<file path="config.mk">
export PLATFORM = sky130hd
export DESIGN_NAME = scan_chain_ctrl
export DESIGN_NICKNAME = d
export VERILOG_FILES = /design/src/rtl/scan_chain_ctrl.sv
export SDC_FILE = /design/constraint.sdc
export NUM_CORES = 1
export LEC_CHECK = 0
export ABC_AREA = 0
export ABC_CLOCK_PERIOD_IN_PS = 3400
export CAP_MARGIN = 20
export CORE_MARGIN = 3
export CORE_UTILIZATION = 34
export CTS_BUF_LIST = sky130_fd_sc_hd__clkbuf_4 sky130_fd_sc_hd__clkbuf_8 sky130_fd_sc_hd__clkbuf_16
export CTS_CLUSTER_SIZE = 24
export DETAILED_ROUTE_END_ITERATION = 8
export HOLD_SLACK_MARGIN = 0.08
export PLACE_DENSITY = 0.64
export SKIP_LAST_GASP = 1
export SLEW_MARGIN = 20
export SYNTH_ARGS = -nofsm -noshare
export SYNTH_HDL_FRONTEND = slang
export SYNTH_SLANG_ARGS = --single-unit
export TNS_END_PERCENT = 50
</file>
<file path="constraint.sdc">
create_clock -name CLK -period 3.4 [get_ports CLK]
set_input_delay 0.68 -clock CLK [delete_from_list [all_inputs] [get_ports CLK]]
set_output_delay 0.68 -clock CLK [all_outputs]
set_load 0.01 [all_outputs]
</file>
<file path="src/rtl/scan_chain_ctrl.sv">
// Scan-chain load/unload/capture driver: shifts a parallel pattern into a scan chain while
// unloading the previous contents, then issues one capture cycle. SCAN_MISR_EN adds a MISR on so.
module scan_chain_ctrl #(
  parameter int CHAIN_LEN = 32,
  parameter int CNT_W     = 6,
  parameter int SIG_W     = 16
) (
  input  logic                 CLK,
  input  logic                 RSTN,
  input  logic                 start,
  input  logic [CHAIN_LEN-1:0] pattern,
  input  logic                 so,
  output logic                 ssel,
  output logic                 sdi,
  output logic                 busy,
  output logic                 done,
  output logic [CHAIN_LEN-1:0] resp,
  output logic [SIG_W-1:0]     signature
);

  typedef enum logic [1:0] {
    ST_IDLE    = 2'd0,
    ST_SHIFT   = 2'd1,
    ST_CAPTURE = 2'd2
  } state_t;

  localparam logic [CNT_W-1:0] LAST_CNT = CNT_W'(CHAIN_LEN - 1);

  state_t               r_state;
  logic [CNT_W-1:0]     r_cnt;
  logic [CHAIN_LEN-1:0] r_pat;
  logic [CHAIN_LEN-1:0] r_unload;
  logic [CHAIN_LEN-1:0] r_resp;
  logic                 r_ssel;
  logic                 r_sdi;
  logic                 r_busy;
  logic                 r_done;

  assign ssel = r_ssel;
  assign sdi  = r_sdi;
  assign busy = r_busy;
  assign done = r_done;
  assign resp = r_resp;

  // Operation sequencer; r_pat is pre-shifted so its MSB is always the next bit to drive.
  always_ff @(posedge CLK or negedge RSTN) begin
    if (!RSTN) begin
      r_state  <= ST_IDLE;
      r_cnt    <= {CNT_W{1'b0}};
      r_pat    <= {CHAIN_LEN{1'b0}};
      r_unload <= {CHAIN_LEN{1'b0}};
      r_resp   <= {CHAIN_LEN{1'b0}};
      r_ssel   <= 1'b0;
      r_sdi    <= 1'b0;
      r_busy   <= 1'b0;
      r_done   <= 1'b0;
    end else begin
      case (r_state)
        ST_IDLE: begin
          r_done <= 1'b0;
          if (start) begin
            r_pat   <= {pattern[CHAIN_LEN-2:0], 1'b0};
            r_sdi   <= pattern[CHAIN_LEN-1];
            r_ssel  <= 1'b1;
            r_busy  <= 1'b1;
            r_cnt   <= {CNT_W{1'b0}};
            r_state <= ST_SHIFT;
          end else begin
            r_state <= ST_IDLE;
          end
        end
        ST_SHIFT: begin
          r_unload <= {r_unload[CHAIN_LEN-2:0], so};
          if (r_cnt == LAST_CNT) begin
            r_ssel  <= 1'b0;
            r_sdi   <= 1'b0;
            r_state <= ST_CAPTURE;
          end else begin
            r_sdi <= r_pat[CHAIN_LEN-1];
            r_pat <= {r_pat[CHAIN_LEN-2:0], 1'b0};
            r_cnt <= r_cnt + CNT_W'(1);
          end
        end
        ST_CAPTURE: begin
          r_done  <= 1'b1;
          r_busy  <= 1'b0;
          r_resp  <= r_unload;
          r_cnt   <= {CNT_W{1'b0}};
          r_state <= ST_IDLE;
        end
        default: begin
          r_ssel  <= 1'b0;
          r_sdi   <= 1'b0;
          r_busy  <= 1'b0;
          r_done  <= 1'b0;
          r_cnt   <= {CNT_W{1'b0}};
          r_state <= ST_IDLE;
        end
      endcase
    end
  end

`ifdef SCAN_MISR_EN
  localparam logic [SIG_W-1:0] MISR_POLY = SIG_W'(16'h1021);

  function automatic logic [SIG_W-1:0] misr_next(input logic [SIG_W-1:0] sig, input logic din);
    misr_next = {sig[SIG_W-2:0], 1'b0}
              ^ (sig[SIG_W-1] ? MISR_POLY : {SIG_W{1'b0}})
              ^ {{(SIG_W-1){1'b0}}, din};
  endfunction

  logic [SIG_W-1:0] r_sig;
  assign signature = r_sig;

  // Signature accumulates every unloaded bit across operations; only reset clears it.
  always_ff @(posedge CLK or negedge RSTN) begin
    if (!RSTN) begin
      r_sig <= {SIG_W{1'b0}};
    end else if (r_state == ST_SHIFT) begin
      r_sig <= misr_next(r_sig, so);
    end else begin
      r_sig <= r_sig;
    end
  end
`else
  assign signature = {SIG_W{1'b0}};
`endif

endmodule

</file>
==> summary.md <==
| Metric | Value |
|---|---|
| Seq/Total Area, Yosys | 59.20% |
| Psw | 1.476 mW |
| Die Ht | 121.3 um |
| Pin count of the biggest net entering global routing | 71 |
| Critical path type | input port to flop |
| Element type at the critical path start | input port |
| Most common cell after layout, fill and taps aside | dfrtp_1 |
| Drt wl/cell | between 10 and 15 um |
| Slew @ Worst Pin | 886.9 ps |
| Worst r2r path cells | 5 |
| Number of antenna violations at the first check in global routing | 0 |
| Pre-CTS WS | 844.8 ps |
| Fmax | 0.4573 GHz |
| Hold violation count in the final report | 0 |
| Dominant cells by area after synthesis | dfrtp_1, nand2_1, mux2_2 |
| Port-buffer cells | 71 |
| FF/Latch Area | 2678 sq um |
| Area Growth Syn to Fin | 23.46% |
| Worst skew pair latency | 330 ps |
| Core Box Area | 12820 sq um |
| Fin Setup TNS | 0 ps |
| Num CTS Buffers | 9 |
| # setup viols final | 0 |
| DR vias | 2918 |
| Residual DRC | 0 |
| Switching share of power | 32.82% |
| Vias in the first global route | just under 3k |
| Max-cap violations | 0 |
| Placement row count | 41 |
| Time the worst path needs with I/O delays and setup | 2187 ps |
| TritonRoute pass-1 iters | 4 |
| Endpoint type of the worst setup path | flop |
| Slew Limit Fails | 0 |
| RSZ-0062 raised after global routing | false |
| Dpl hpwl | 5.628 mm |
| Share of layout cells above drive strength 1 | 19.43% |
| CTS Hold Bufs | 0 |
| Yosys cell types | 35 |
| TritonCTS clock tree | built |
| Worst-path clk slew | 70 ps |
| Total clock sinks | ~110 |
| Layout net count | about 490 |
| Antenna diode count | 0 |
| CTS root buffer | clkbuf_16 |
| Syn Inst Count | 391 |
| Power Internal | 3.022 mW |
| Share of total power in sequential cells | 46.3% |
| Slew margin rel. | 40.87% |
| CP required | approximately 3600 ps |
| Worst EP arrival | 2400 ps |
| Post-Route Utilization | 43.54% |
| Die width | 121.3 um |
| Io pins | roughly 90 |
| Setup repair bufs after CTS | 0 |
| Status | finished clean |
| Initial Util | between 30% and 40% |
| Most frequent cells in the layout | dfrtp_1, nand2_1, clkdlybuf4s50_1 |
| Highest net fanout along the worst path | 30 |
| Cell Area, Synth | 4523 sq um |
| Synth top area share | about three fifths |
| Clock Power Share | 20.7% |
| Gr usage total | 12.34% |
| Lkg Pwr | 2.553 nW |
| HP Class | input port to async pin |
| Routability cong. | 0.7207 |
| Starting DRT DRC Count | 312 |
| Logic pwr share | about 33% |
| Number of H-tree levels | 3 |
| Cell taking the most area after synthesis | dfrtp_1 |
| Peak VDD IR | around 0.25 mV |
| Pwr dens | between 800 and 900 nW/um^2 |
| Seq cells post-synth | 107 |
| Clock tree buffer depth | 2 |
| Synthesized area per cell | 11.57 sq um |
| ANT nets after route | 0 |
| Clk_skew | 7.622 ps |
| First-pass GRT wire length | 14.63 mm |
| CTS resizes | 0 |
| Yosys warning count | 0 |
| Drt via density | 4.632 |
| Footprint of the multi-input gates | between 1500 and 2000 sq um |
| Gr ovfl total | 0 |
| Fin worst setup slack | 1213 ps |
| WL final | 8.605 mm |
| # fillers | 1231 |
| Die area | approximately 15000 sq um |
| Part of the cycle the worst path needs | between 60% and 70% |
power groups by stage:
stage	Combinational [mW]	Sequential, mW	Clock (mW)
2_1_floorplan	1.10	2.04	0
3_3_place_gp	1.45	2.09	0
3_5_place_dp	1.51	2.10	0
4_1_cts	1.51	2.09	0.968
5_1_grt	1.67	2.15	1.02
6_report	1.48	2.08	0.932
cells by family (layout without fill, tap and decap cells):
logic type	Yosys count	after routing	share of synthesized area, %
flops	107	107	59.20
other cells	1	16	0.08291
buf+inv	45	97	5.892
fa+ha+maj	1	1	0.2766
compound gates	51	51	10.79
simple gates	152	152	15.35
mux	34	34	8.410
final timing paths:
path | start | to | slack (ps)
worst min register to register | r_unload[31] | r_unload[31] | 490
max in group asynchronous | RSTN | done | 2230
worst max register to register | r_state[0] | r_pat[16] | 1460
worst min-delay path | RSTN | r_pat[19] | 470
min in group CLK | r_unload[31] | r_unload[31] | 490
worst max-delay path | start | r_pat[28] | 1210
per-stage QoR:
step | area (sq um) | hold slack (ps) | total power, mW | std cells
global route | 5584 | 510.1 | 4.841 | 630
floorplan | 4579 | 384.4 | 3.135 | 406
global placement | 5323 | 457.5 | 3.542 | 616
detailed placement | 5323 | 472.8 | 3.612 | 616
finish | 5584 | 471.0 | 4.498 | 630
CTS | 5584 | 490.6 | 4.560 | 630
state kept, by name (all words and copies together), names as in the netlist:
register,cells
resp,32
sdi,1
r_pat,31
ssel,1
busy,1
r_cnt,6
r_state,2
r_unload,32
done,1
worst max-delay path: stages:
cell and delay (ps):
clkdlybuf4s50_1 580, or3b_1 690, or2_0 330, o221a_2 120
synth_stat cells (all sizes together):
cell type  instances
or3                1
or4b               1
nand2b             1
mux2              32
or2               30
a31oi              2
a21oi              6
o22ai              4
ha                 1
o21ai              4
o211ai             1
clkbuf            10
a311oi             1
and2               1
nand3b             1
a41o               1
nand4              1
nor3               2
a2bb2oi            1
nor2b              3
dfrtp            107
inv                6
and3b              2
a41oi              1
buf               29
o221a             30
mux2i              2
or3b               1
conb               1
nand2            104
nor2               4
area by class of cell:
| cell class | instances | share of cell area (%) |
|---|---|---|
| well taps | 172 | 3.854 |
| flip-flops and latches | 107 | 47.95 |
| multi-input cells | 254 | 29.40 |
| clock buffers | 10 | 4.168 |
| inverters | 6 | 0.4033 |
| clock inverters | 4 | 0.5153 |
| repair buffers | 77 | 13.71 |
layer usage:
metal | wire length [um] | part of all wire [%] | vias up | GRT usage, %
met5 | 0 | 0 | - | 0
li1 | - | - | 1427 | -
met4 | 108 | 1.3 | 0 | 4.202
met1 | 4010 | 47 | 1433 | 16.72
met3 | 308 | 3.6 | 7 | 2.797
met2 | 4177 | 49 | 51 | 19.59
Power figures use the tool's default switching activity.
